`config.mk`:
```
export PLATFORM = sky130hd
export DESIGN_NAME = load_store_sequencer
export DESIGN_NICKNAME = d
export VERILOG_FILES = /design/src/rtl/load_store_sequencer_pkg.sv /design/src/rtl/load_store_sequencer_load_extender.sv /design/src/rtl/load_store_sequencer.sv
export SDC_FILE = /design/constraint.sdc
export NUM_CORES = 1
export LEC_CHECK = 0
export BUFFER_PORTS_ARGS = -buffer_cell sky130_fd_sc_hd__buf_2
export CAP_MARGIN = 15
export CORE_UTILIZATION = 55
export DETAILED_ROUTE_END_ITERATION = 10
export PLACE_DENSITY = 0.86
export RECOVER_POWER = 25
export SLEW_MARGIN = 15
export SYNTH_ARGS = -nofsm -noshare
export SYNTH_HDL_FRONTEND = slang
export SYNTH_SLANG_ARGS = --single-unit
```
`constraint.sdc`:
```
create_clock -name i_clk -period 2.7 [get_ports i_clk]
set_input_delay 0.54 -clock i_clk [delete_from_list [all_inputs] [get_ports i_clk]]
set_output_delay 0.54 -clock i_clk [all_outputs]
set_load 0.005 [all_outputs]
```
`src/rtl/load_store_sequencer_pkg.sv`:
```
// Shared constants for the load/store sequencer: access-size encodings,
// FSM state encodings and a helper giving the index of the last byte lane.
package load_store_sequencer_pkg;

  // Access size encodings on i_size (2'b11 behaves as a word)
  localparam logic [1:0] SIZE_BYTE = 2'b00;
  localparam logic [1:0] SIZE_HALF = 2'b01;
  localparam logic [1:0] SIZE_WORD = 2'b10;

  // Sequencer FSM state encodings
  localparam logic [2:0] ST_IDLE   = 3'd0;
  localparam logic [2:0] ST_ACCESS = 3'd1;
  localparam logic [2:0] ST_DRAIN  = 3'd2;
  localparam logic [2:0] ST_DONE   = 3'd3;
  localparam logic [2:0] ST_ERR    = 3'd4;

  // Index of the final byte of an access: 0 for byte, 1 for half, 3 for word
  function automatic logic [1:0] lastByteIdx(input logic [1:0] size);
    logic [1:0] idx;
    case (size)
      SIZE_BYTE: idx = 2'd0;
      SIZE_HALF: idx = 2'd1;
      default:   idx = 2'd3;
    endcase
    return idx;
  endfunction

endpackage

```
`src/rtl/load_store_sequencer_load_extender.sv`:
```
// load_extender: combinational sign/zero extension of an assembled load word.
// Kept standalone so other load paths can reuse it.
module load_extender
  import load_store_sequencer_pkg::*;
#(
  parameter int WORD_LEN      = 32,
  parameter int MEM_CELL_SIZE = 8
) (
  input  logic [WORD_LEN-1:0] i_raw,
  input  logic [1:0]          i_size,
  input  logic                i_unsigned,
  output logic [WORD_LEN-1:0] o_ext
);

  logic w_byteFill;
  logic w_halfFill;

  // Pick the fill bit from the top of the loaded width and replicate it upward
  always_comb begin
    w_byteFill = ~i_unsigned & i_raw[MEM_CELL_SIZE-1];
    w_halfFill = ~i_unsigned & i_raw[2*MEM_CELL_SIZE-1];
    o_ext      = i_raw;
    case (i_size)
      SIZE_BYTE: o_ext = {{(WORD_LEN-MEM_CELL_SIZE){w_byteFill}}, i_raw[MEM_CELL_SIZE-1:0]};
      SIZE_HALF: o_ext = {{(WORD_LEN-2*MEM_CELL_SIZE){w_halfFill}}, i_raw[2*MEM_CELL_SIZE-1:0]};
      default:   o_ext = i_raw;
    endcase
  end

endmodule

```
`src/rtl/load_store_sequencer.sv`:
```
// load_store_sequencer: MEM-stage initiator that splits pipeline loads/stores
// into little-endian byte accesses on an 8-bit synchronous memory port and
// assembles/extends load data. Four byte lanes per word are assumed.
// Optional build macro ALIGN_CHECK_EN: rejects misaligned half/word requests
// through an error state instead of issuing byte accesses.
module load_store_sequencer
  import load_store_sequencer_pkg::*;
#(
  parameter int WORD_LEN      = 32,
  parameter int MEM_CELL_SIZE = 8,
  parameter int MEM_ADDR_LEN  = 10
) (
  input  logic                     i_clk,
  input  logic                     i_rst_n,
  input  logic                     i_req_valid,
  output logic                     o_req_ready,
  input  logic                     i_write,
  input  logic [1:0]               i_size,
  input  logic                     i_unsigned,
  input  logic [WORD_LEN-1:0]      i_addr,
  input  logic [WORD_LEN-1:0]      i_wdata,
  output logic [WORD_LEN-1:0]      o_rdata,
  output logic                     o_done,
  output logic                     o_busy,
  output logic                     o_misaligned,
  output logic                     o_mem_en,
  output logic                     o_mem_we,
  output logic [MEM_ADDR_LEN-1:0]  o_mem_addr,
  output logic [MEM_CELL_SIZE-1:0] o_mem_wdata,
  input  logic [MEM_CELL_SIZE-1:0] i_mem_rdata
);

  logic [2:0]               r_state;
  logic                     r_write;
  logic                     r_unsigned;
  logic [1:0]               r_size;
  logic [WORD_LEN-1:0]      r_wdata;
  logic [1:0]               r_lastIdx;
  logic [1:0]               r_idx;
  logic                     r_memEn;
  logic                     r_memWe;
  logic [MEM_ADDR_LEN-1:0]  r_memAddr;
  logic [MEM_CELL_SIZE-1:0] r_memWdata;
  logic [WORD_LEN-1:0]      r_buf;
  logic                     r_capValid;
  logic [1:0]               r_capIdx;
  logic [WORD_LEN-1:0]      r_rdata;

  logic                     w_accept;
  logic                     w_misaligned;
  logic [1:0]               w_nextIdx;
  logic [WORD_LEN-1:0]      w_merged;
  logic [WORD_LEN-1:0]      w_ext;
  logic                     w_unused;

  assign w_accept  = i_req_valid & (r_state == ST_IDLE);
  assign w_nextIdx = r_idx + 2'd1;
  assign w_unused  = ^i_addr[WORD_LEN-1:MEM_ADDR_LEN];

`ifdef ALIGN_CHECK_EN
  // Half needs addr[0]==0, word (and the 11 alias) needs addr[1:0]==0
  always_comb begin
    w_misaligned = 1'b0;
    if (i_size == SIZE_HALF)
      w_misaligned = i_addr[0];
    else if (i_size != SIZE_BYTE)
      w_misaligned = |i_addr[1:0];
  end
  assign o_misaligned = (r_state == ST_ERR);
`else
  assign w_misaligned = 1'b0;
  assign o_misaligned = 1'b0;
`endif

  // Main FSM plus the registered memory-port strobes for the next byte
  always_ff @(posedge i_clk or negedge i_rst_n) begin
    if (!i_rst_n) begin
      r_state    <= ST_IDLE;
      r_write    <= 1'b0;
      r_unsigned <= 1'b0;
      r_size     <= SIZE_BYTE;
      r_wdata    <= '0;
      r_lastIdx  <= 2'd0;
      r_idx      <= 2'd0;
      r_memEn    <= 1'b0;
      r_memWe    <= 1'b0;
      r_memAddr  <= '0;
      r_memWdata <= '0;
    end else begin
      case (r_state)
        ST_IDLE: begin
          if (i_req_valid) begin
            r_write    <= i_write;
            r_unsigned <= i_unsigned;
            r_size     <= i_size;
            r_wdata    <= i_wdata;
            r_lastIdx  <= lastByteIdx(i_size);
            r_idx      <= 2'd0;
            if (w_misaligned) begin
              r_state <= ST_ERR;
            end else begin
              r_state    <= ST_ACCESS;
              r_memEn    <= 1'b1;
              r_memWe    <= i_write;
              r_memAddr  <= i_addr[MEM_ADDR_LEN-1:0];
              r_memWdata <= i_write ? i_wdata[MEM_CELL_SIZE-1:0] : '0;
            end
          end
        end
        ST_ACCESS: begin
          if (r_idx == r_lastIdx) begin
            r_memEn <= 1'b0;
            r_memWe <= 1'b0;
            r_state <= r_write ? ST_DONE : ST_DRAIN;
          end else begin
            r_idx      <= w_nextIdx;
            r_memAddr  <= r_memAddr + MEM_ADDR_LEN'(1);
            r_memWdata <= r_write ? r_wdata[MEM_CELL_SIZE*w_nextIdx +: MEM_CELL_SIZE] : '0;
          end
        end
        ST_DRAIN: r_state <= ST_DONE;
        ST_DONE:  r_state <= ST_IDLE;
        ST_ERR:   r_state <= ST_IDLE;
        default:  r_state <= ST_IDLE;
      endcase
    end
  end

  // Read data arrives one cycle after its strobe; merge it into its byte lane
  always_comb begin
    w_merged = r_buf;
    w_merged[MEM_CELL_SIZE*r_capIdx +: MEM_CELL_SIZE] = i_mem_rdata;
  end

  // Track which lane returns next and accumulate the assembled load word
  always_ff @(posedge i_clk or negedge i_rst_n) begin
    if (!i_rst_n) begin
      r_capValid <= 1'b0;
      r_capIdx   <= 2'd0;
      r_buf      <= '0;
    end else begin
      r_capValid <= (r_state == ST_ACCESS) & ~r_write;
      r_capIdx   <= r_idx;
      if (w_accept)
        r_buf <= '0;
      else if (r_capValid)
        r_buf <= w_merged;
    end
  end

  load_extender #(
    .WORD_LEN      (WORD_LEN),
    .MEM_CELL_SIZE (MEM_CELL_SIZE)
  ) u_extender (
    .i_raw      (w_merged),
    .i_size     (r_size),
    .i_unsigned (r_unsigned),
    .o_ext      (w_ext)
  );

  // The final lane lands during DRAIN, so the extended result is taken then
  always_ff @(posedge i_clk or negedge i_rst_n) begin
    if (!i_rst_n)
      r_rdata <= '0;
    else if (r_state == ST_DRAIN)
      r_rdata <= w_ext;
  end

  assign o_req_ready = (r_state == ST_IDLE);
  assign o_busy      = (r_state != ST_IDLE);
  assign o_done      = (r_state == ST_DONE) | (r_state == ST_ERR);
  assign o_rdata     = r_rdata;
  assign o_mem_en    = r_memEn;
  assign o_mem_we    = r_memWe;
  assign o_mem_addr  = r_memAddr;
  assign o_mem_wdata = r_memWdata;

endmodule

```
# Word level (Yosys, flattened, before mapping)
# Index checks and enable logic that the tools add are counted.
dict set report totals {
  output_inout_bits 56
  input_bits 79
  elab_cells 73
  ff_bits 130
}
dict set report op_classes {
  n_eq_ne 10
  bitwise 7
  add_sub_neg 3
  shifts 3
  n_mux 25
  n_reduce_logical 10
}
# cell n
set op_table {}
lappend op_table {{$mux 32} 2}
lappend op_table {{$pmux 32 s2} 1}
lappend op_table {{$neg 5->34} 1}
lappend op_table {{$shift 8x34->32 const A} 1}
lappend op_table {{$shiftx 8x34->32} 1}
lappend op_table {{$bwmux 32} 1}
lappend op_table {{$mux 8} 4}
lappend op_table {{$shiftx 32x6->8} 1}
lappend op_table {{$mux 10} 2}
lappend op_table {{$pmux 10 s2} 1}
lappend op_table {{$pmux 8 s2} 1}
lappend op_table {{$add 10x1->10 const B} 1}
lappend op_table {{$pmux 3 s3} 1}
lappend op_table {{$pmux 2 s2} 2}
lappend op_table {{$eq 3x2->1 const B} 2}
lappend op_table {{$mux 3} 2}
lappend op_table {{$ne 2x2->1 const B} 3}
lappend op_table {{$reduce_and 3->1} 2}
lappend op_table {{$and 1x1->1} 4}
lappend op_table {{$eq 2x1->1 const B} 2}
lappend op_table {{$logic_not 2->1} 2}
lappend op_table {{$mux 1} 4}
lappend op_table {{$mux 2} 2}
lappend op_table {{$pmux 1 s2} 2}
lappend op_table {{10 further kinds} 13}

# Depth between registers and ports, before layout
# Gate-level depths: netlist of the first run.
dict set report logic_depth {
  ltp_word 5
  ltp_mapped 9
  depth_no_buf 6
}

# Modules after synthesis
# From an unflattened synthesis of the first run, not the netlist that was laid out.
dict set report hier_totals {
  cells_unflattened 710
  area_unflattened_um2 6546.3
}
# module cells_each area_each_um2 n_inst seq_area_each_um2
set by_module_without_submodules {}
lappend by_module_without_submodules {load_store_sequencer 643 6190.9 1 3228.1}
lappend by_module_without_submodules {load_extender 67 355.3 1 0.0}

# Worst setup path after synthesis of the first run
# OpenSTA, ideal clock, no wires.
dict set report synth_timing {
  path_kind {register to register}
  start {reg r_capIdx[0]}
  end {reg r_rdata[17], in the netlist o_rdata[17]}
  period_less_slack_ns 2.078
  arrival_time_ns 1.944
  path_slack_ns 0.622
  n_path_buf 2
  required_time_ns 2.565
  setup_time_ns 0.135
  path_stages_with_launch 9
  path_cell_list {dfrtp_1 > buf_6 > inv_1 > ha_1 > or3b_4 > o2bb2ai_4 > a311oi_4 > buf_6 > nor3_4}
}
dict set report synth_between {
  elab_chain_len 5
  word_cells_on_any_way 7
  cone_classes {add/sub: 1; shift: 2; mux: 2; bitwise: 2}
}
# item line
set synth_rtl {}
lappend synth_rtl {{start, declared} load_store_sequencer.sv:46} ;# logic [1:0] r_capIdx;
lappend synth_rtl {{start signal, assigned} load_store_sequencer.sv:143} ;# r_capIdx <= r_idx;
lappend synth_rtl {{$neg 5->34 *} load_store_sequencer.sv:132} ;# w_merged[MEM_CELL_SIZE*r_capIdx +: MEM_CELL_SIZE] = i_mem_rdata;
lappend synth_rtl {{$shiftx 8x34->32 / $shift 8x34->32 (equally long branches)} load_store_sequencer.sv:132}
lappend synth_rtl {{$bwmux 32 *} load_store_sequencer.sv:132}
lappend synth_rtl {{$and 1x1->1 (on tied branches)} {load_store_sequencer_load_extender.sv:21, load_store_sequencer_load_extender.sv:20}}
lappend synth_rtl {{$pmux 32 s2 *} load_store_sequencer_load_extender.sv:23} ;# case (i_size)
lappend synth_rtl {{end signal, assigned} load_store_sequencer.sv:166} ;# r_rdata <= w_ext;
lappend synth_rtl {{end, declared} load_store_sequencer.sv:47} ;# logic [WORD_LEN-1:0] r_rdata;
# Every way passes the cells marked *; elsewhere a longest branch is shown, timed or not.
# A chain may end at the register's enable or synchronous reset.

# Final worst setup path of the first run
dict set report layout_timing {
  start {reg r_capIdx[1]}
  end {reg r_rdata[16], in the netlist o_rdata[16]}
}
# Same word-level chain as after synthesis.

==> summary by stage, run 1 <==
Placed design
OpenSTA, run right after detailed placement, puts the worst setup slack at 268.5 ps. The HPWL after detailed placement is 10470 um. At the end of routability-driven placement, the weighted congestion stood at 0.8734. Port buffering added 111 buffers. In this run the cell area measured after placement is 6939 um^2.

Synthesis
The number of flops mapped to enable cells by yosys is 0. The count of state elements after synthesis is 129. Synthesis produced a netlist with a net count of 743. The share of synthesized area occupied by flip-flops and latches is 0.5139. The share of the synthesized area in the top cell type is 0.5139. The Yosys step of the flow raised 0 warnings. After synthesis, the cell types taking the most area are dfrtp_1 51%, nand2_1 7.4%, nor2_1 5.3%. The cell taking the most area after synthesis is dfrtp_1. For this run, asynchronously set or reset flops after synthesis account for 1.000. In the synthesized netlist the dominant register cell turns out to be dfrtp_1. The mean instance size in the synthesized netlist is 9.604 um^2. Synthesis instantiated 61 different standard cells from the library.

The mapped netlist covers 6281 um^2. The cell count after synthesis is 654.

Timing
The worst path meets setup with 152.9 ps of slack. On the final layout, the worst clock skew is 7.398 ps. The number of pins exceeding their max-slew limit in the final report is 0. The final critical-path share of the clock period is 0.9434.

Measured against its own limit, the worst slew margin works out to 0.04899. At the pin with the least slew margin, the transition time is 1427 ps. The smallest clock period supported by the final layout is computed as 2547 ps. Setup repair after global routing left no endpoint under its margin.

The timing-limited maximum frequency is 392.6 MHz. The final-report setup violation count is 0. Summed over all failing endpoints, the final setup total negative slack is 0 ps. The final count of hold timing violations is 0.

Finish
The total inserted antenna cells is 0. The share of final-layout standard cells stronger than drive strength 1 is 0.2331. After routing the design area is 7532 um^2.

The net count of the finished layout is 844. At the end of the flow the core is filled with cells to 0.6858. The sequential cells in the finished layout cover a total of 3228 um^2. The filler cells instantiated in the layout total 821. The area occupied by multi-input gates is 2785 um^2. From synthesis to final layout, the design area changed by 19.92%.

Die
In this run the horizontal extent of the chip is 108.9 um. The area of the core region is 10980 um^2. After floorplanning, the core was divided into 38 placement rows.

The initial cell density of the core is 0.5719. The I/O pin count is 135. The die is 108.9 um tall. The die area is 11850 um^2.

Route
After detailed routing, the number of remaining DRC violations is 0. Dividing the detail-routed wire length by the instance count gives 17.23 um. Detailed routing inserted a total of 5383 vias. The remaining number of nets flagged by the antenna check after routing is 0. The initial DRC count is 421. The detailed-router iteration count before antenna repair is 5. The vias per cell is 5.928. The routed wire length is 15650 um.

Clocking
Counting the buffers created by CTS gives 17. The insertion delay to the later sink of the worst-skew pair is 410 ps. The maximum level of the CTS H-tree is 4. The maximum clock path buffer count is 2. Post-CTS repair changed the size of 0 cells. Clock-pin slew was measured on the worst setup and hold paths at 60 ps.

TritonCTS built the clock tree. The tree is rooted in a clkbuf_16. The number of setup buffers added after CTS is 0.

The number of hold buffers added after CTS was 0. Clock tree synthesis found a total of 129 sinks.

Worst setup path
Traced cell by cell, the critical path runs through inv_1, ha_1, or2b_2, a31oi_4, a311oi_4, buf_4, nor3_1. The largest stage delay on the critical path is 570 ps. The data arrival time of the worst path is 2830 ps. The worst-path maximum fanout is 14. The critical path in this run is classified as flop to flop. The startpoint of the lowest-slack register-to-register path is r_capIdx[1].

The kind of cell with the highest combined delay along the critical path is compound AO/OA/AOI/OAI gates. The most critical setup path has its startpoint at r_capIdx[1]. Together, buffers and inverters on the worst path number 2.

The worst setup path is captured at a flop. STA classifies the critical path startpoint as a flop. Setup slack on the worst reg-to-reg path comes out at 150 ps.

The required time of the worst setup path is 2990 ps. The slowest stage cell on the critical path is a311oi_4.

Pwr
The total power consumption of the routed design is 9.670 mW. The worst-case IR drop observed on VDD is 0.0008398 V. For this design the static power due to leakage is 3.571 nW. Dividing total power by cell area gives a power density of 1284 nW/um^2.

Global route
The number of global-route vias before repair is 5270. For this run, the total global-route usage over all layers was measured as 0.2822. The first global-routing pass estimated 25450 um of wire. The number of antenna violations at the first check in global routing came to 1.

For this run the aggregate overflow at the end of global routing stands at 0. Entering global routing, the biggest net connects 45 pins.

Job
The number of max-capacitance violations reported is 0.

Hold path
The min-delay analysis places its worst path in the category input port to flop. In this run the most critical hold path is launched from i_wdata[22].

Outcome
The run finished with clean final reports.
-- path summary, 6_finish.rpt --
path                       depth (start not counted)           to
setup reg to reg                                   7  o_rdata[16]
min in group asynchronous                          1   o_rdata[4]
hold / removal                                     3  r_wdata[22]
setup / recovery                                   7  o_rdata[16]
max in group asynchronous                          2   o_rdata[8]
hold reg to reg                                    2  r_wdata[12]
-- cells in the final DEF, fill, tap and decap left out, types with 3 or more instances in the layout --
master / synthesis / routed
bufinv_16: 0 / 3
a221oi_1: 12 / 12
a311oi_1: 5 / 5
buf_4: 1 / 14
nand2_1: 123 / 123
a22oi_1: 26 / 26
o22ai_1: 15 / 15
buf_2: 11 / 110
a31oi_1: 5 / 5
a211oi_1: 12 / 12
nor3_1: 7 / 7
o22a_1: 8 / 8
nand3_1: 8 / 8
inv_1: 14 / 14
and2_1: 4 / 3
nor2_1: 88 / 88
ha_1: 10 / 10
dfrtp_1: 129 / 129
o21ai_0: 10 / 10
a32oi_1: 7 / 7
clkbuf_16: 0 / 17
nand2b_1: 3 / 3
a21oi_1: 41 / 41
mux2i_1: 22 / 22
clkinvlp_4: 0 / 7
nor3_2: 9 / 9
nor2b_1: 8 / 8
-- kinds of logic after synthesis --
logic type / share of synthesized area
AOI/OAI and AO/OA: 0.1813
adders and majority gates: 0.01992
buffers and inverters: 0.04283
xor gates and xnor gates: 0.005579
DFF: 0.5139
and+or+nand+nor: 0.1972
muxes: 0.03864
other: 0.0005970
-- final cells by class --
cell class,count,area share
clock buffers,19,0.06013
repair buffers,127,0.08887
clock inverters,13,0.02143
multi-input cells,464,0.3698
well taps,140,0.02326
flip-flops and latches,129,0.4286
inverters,16,0.007973
-- worst min-delay path: stages --
cell	delay (ps)
buf_2	70
nand2_1	40
nand2_1	40
-- per-stage QoR --
step                hold WS, ps  instances
floorplan                 244.4        654
global placement          456.6        876
detailed placement        462.3        876
CTS                       38.58        908
global route              319.1        908
finish                    313.9        908
-- registers in the layout (all words and copies together), names as in the netlist --
register,cells
o_mem_addr,10
o_mem_en,1
o_mem_wdata,8
o_mem_we,1
o_rdata,32
r_buf,32
r_capIdx,2
r_capValid,1
r_idx,2
r_lastIdx,2
r_size,2
r_state,2
r_unsigned,1
r_wdata,32
r_write,1
-- synthesized netlist by cell type, types with 2 or more instances --
cell type,count
o22a_1,8
mux2i_1,22
inv_1,14
a21o_1,2
mux2_1,2
ha_1,10
buf_1,6
a211oi_1,12
clkbuf_1,24
and4b_1,2
clkinv_1,2
nand3_1,8
a22oi_1,26
a32oi_1,7
buf_6,3
nor2b_1,8
a31oi_1,5
a21oi_1,41
a311oi_1,5
buf_2,11
and4_1,2
nand2b_1,3
nor3_2,9
and2_1,4
nand2_1,123
o21ai_0,10
xnor2_1,2
xor2_1,2
a221oi_1,12
nor3_1,7
o31ai_1,2
o22ai_1,15
nor3_4,2
nor2_1,88
dfrtp_1,129
-- power by group --
group          internal, mW  switching (mW)  total, mW  leakage (nW)
registers              2.79           0.618       3.41          1.61
logic                  1.63            2.27       3.90          1.68
clock network          1.50           0.861       2.36         0.279
-- per-layer routing --
| layer | routed length (um) | global-route usage |
|---|---|---|
| met1 | 6484 | 0.3575 |
| met5 | 11 | 0 |
| met4 | 392 | 0.1255 |
| met3 | 981 | 0.06814 |
| met2 | 7779 | 0.4587 |
(Power assumes the default switching activity.)
==> run 2: changes to the inputs <==
--- a/config.mk
+++ b/config.mk
@@ -9,7 +9,7 @@
 export CAP_MARGIN = 15
 export CORE_UTILIZATION = 55
 export DETAILED_ROUTE_END_ITERATION = 10
-export PLACE_DENSITY = 0.86
+export PLACE_DENSITY = 0.85
 export RECOVER_POWER = 25
 export SLEW_MARGIN = 15
 export SYNTH_ARGS = -nofsm -noshare
==> run 2 against run 1 <==
  * Clock power up 3%
  * Sequential power about the same
  * Via count up 0.43%
  * Clock skew about the same
  * Setup slack better by 260 ps
  * Critical path type unchanged
  * Critical endpoint is now o_rdata[24]
  * Largest power group unchanged
  * Highest routed layer unchanged
==> summary by stage, run 2 (synthesis results as in run 1) <==
Route
The vias per cell is 5.967 (+0.65%). The routed wire length is 15870 um (+1.4%). The post-route DRC violation count came to 0 (unchanged). The post-detailed-route wirelength per cell is 17.51 um (+1.6%).

The detailed-router iteration count before antenna repair is 5 (unchanged). The initial DRC count is 335 (-20%). The number of vias in the routed layout is 5406 (+0.43%). The remaining number of nets flagged by the antenna check after routing is 0 (unchanged).

Die
The I/O pin count is 135 (unchanged). The die area is 11850 um^2 (unchanged). The die extent in y is 108.9 um (unchanged).

The area of the core region is 10980 um^2 (unchanged). The cell row count is 38 (unchanged). The width of the chip is 108.9 um (unchanged).

The initial cell density of the core came to 0.5719 (unchanged).

Placed design
The placed instance area came to 6932 um^2 (-0.11%). The worst setup slack after placement is 428.9 ps (+160.4 ps). The count of buffers inserted at the top-level ports is 111 (unchanged). The HPWL after detailed placement was 10480 um (about the same). The weighted congestion reported at the end of routability-driven placement is 0.8507 (-2.6%).

Worst setup path
The minimum setup slack among reg-to-reg paths is 410 ps (+260 ps). The startpoint of the lowest-slack register-to-register path is r_capIdx[1]. The critical path class is flop to flop. The endpoint kind of the worst setup timing path is a flop.

The startpoint kind of the worst setup timing path is a flop. The number of cells traversed by the worst register-to-register path is 7 (unchanged). The data arrival time of the worst path is 2560 ps (-270 ps). The worst register-to-register path ends at o_rdata[24]. The required time of the worst setup path is 2970 ps (-20 ps). The worst-path maximum fanout is 14 (unchanged).

Timing
The final worst-path setup slack was 411.8 ps (+258.9 ps). The final-report setup violation count was 0 (unchanged). The final setup skew was 7.205 ps (-0.1929 ps). The number of pins exceeding their max-slew limit in the final report is 0 (unchanged). The slew at the pin closest to its max-slew limit is 1191 ps (-235.7 ps). The clock period minus final worst setup slack is 2288 ps (-258.9 ps). The total negative setup slack is 0 ps (unchanged).

The worst slew margin relative to its limit is 0.2061 (+0.1571). Setup repair after global routing left no endpoint under its margin. The final critical-path share of the clock period was 0.8475 (-0.09587).

The timing-limited maximum frequency is 437.0 MHz (+11%). The final count of hold timing violations is 0 (unchanged).

Finish
The final-layout fill cell count is 811 (-1.2%). The final instance area came to 7541 um^2 (+0.12%). Leaving out fill and tap cells, the most frequent cell in the layout is dfrtp_1. The post-layout net count came to 843 (-0.12%). The top cell types in the final layout, fill and taps aside, are 129 x dfrtp_1, 123 x nand2_1, 110 x buf_2. The share of the core filled with cells is 0.6866 (+0.0007980). The share of final-layout standard cells stronger than drive strength 1 is 0.2324 (-0.0006969).

The synthesis-to-finish area growth is 20.06%. The total inserted antenna cells came to 0 (unchanged).

Clocking
The maximum level of the CTS H-tree is 4 (unchanged). The maximum clock path buffer count is 2 (unchanged). The number of hold buffers added after CTS was 0 (unchanged). The number of clock sinks is 129 (unchanged). The clock input transition at the sequential cells of the worst setup and hold paths is 60 ps (about the same). The post-cts sizing count is 0 (unchanged). The tree is rooted in a clkbuf_16. The insertion delay to the later sink of the worst-skew pair is 420 ps (about the same). The number of CTS-inserted buffers is 17 (unchanged).

The count of buffers added by post-CTS timing repair for setup is 0 (unchanged). The clock tree from TritonCTS is done.

Pwr
The total power consumption of the routed design was 9.771 mW (+1.0%). The clock share of power is 0.250 (+0.006). The switching power came to 3.749 mW (about the same). The cell-internal power was 6.022 mW (+1.7%).

The switching fraction of total power is 0.3837 (-0.004000). The peak supply drop is 0.0008578 V (+2.1%). The combinational share of power was 0.399 (-0.005). The areal power density over the cells came to 1296 nW/um^2 (+0.93%). The leakage power figure is 3.598 nW (+0.74%). The sequential group share of total power is 0.351 (-0.002).

Outcome
The flow ran to the end, and the final reports show no timing, DRC or antenna violations.

Global route
The leftover overflow at the end of global routing was 0 (unchanged). The first-pass GRT wire length is 25350 um (-0.38%). The number of antenna violations at the first check in global routing came to 2 (+1). The maximum number of pins on one net before global-route repair is 48 (+6.7%).

The number of global-route vias before repair is 5148 (-2.3%). The global-route usage over all layers is 0.2824 (about the same).

Hold path
The tightest min-delay check is of the input port to flop type. The worst hold path begins at i_wdata[29]. The cell depth of the worst min-delay path came to 3 (unchanged). The sink of the worst hold path is r_wdata[29].

Job
The number of max-capacitance violations reported came to 0 (unchanged).
-- run 2: cell count changes in the layout (fill, tap and decap cells not counted) --
cell / change
clkinvlp_4: -5
clkinv_4: -1
bufinv_16: +1
clkinv_2: +3
clkbuf_8: +1
clkbuf_1: -1
-- run 2: worst max-delay path by stage --
stage | from | to | slack [ps] | depth (start not counted)
6_report | r_capIdx[1] | o_rdata[24] | 410 | 7
5_1_grt | r_state[0] | o_mem_addr[9] | 260 | 6
4_1_cts | r_capIdx[1] | o_rdata[24] | 410 | 7
3_5_place_dp | r_capIdx[1] | o_rdata[24] | 430 | 7
3_3_place_gp | r_capIdx[1] | o_rdata[31] | 530 | 7
2_1_floorplan | r_capIdx[0] | o_rdata[17] | 620 | 8
-- run 2: worst max-delay path, stage by stage, from the launching register on --
cell      delay (ps)
dfrtp_1          410
inv_1            110
ha_1             450
or2b_2           230
a31oi_4          170
a311oi_4         390
buf_4            300
a311oi_1          80
-- run 2: metal layers --
layer	share of wire	routed length (um)	track usage	vias up
li1	-	-	-	2507
met1	0.42	6592	0.3601	2624
met2	0.50	7871	0.4614	240
met3	0.068	1072	0.07711	33
met4	0.020	317	0.1014	2
met5	0.00069	11	0	-
-- run 2: area by class of cell --
cell class | count | area, um^2 | area share
clock buffer | 20 | 466.7 | 0.06189
clock inverter | 11 | 160.2 | 0.02124
inverter | 16 | 60.06 | 0.007964
multi-input combinational | 464 | 2785 | 0.3693
sequential | 129 | 3228 | 0.4281
tap | 140 | 175.2 | 0.02323
timing repair buffer | 126 | 665.6 | 0.08827
-- run 2: power groups by stage --
stage | registers [mW] | clock network (mW) | logic (mW)
after global routing | 3.52 | 2.54 | 4.34
final | 3.43 | 2.44 | 3.90
after floorplan | 3.26 | 0 | 2.79
after global placement | 3.36 | 0 | 3.67
after CTS | 3.41 | 2.46 | 3.91
after detailed placement | 3.42 | 0 | 3.84
-- run 2: per-stage QoR --
stage,cells,hold slack [ps]
after global routing,906,314.9
after CTS,906,148.0
after floorplan,654,244.4
final,906,313.4
after global placement,875,457.0
after detailed placement,875,461.7
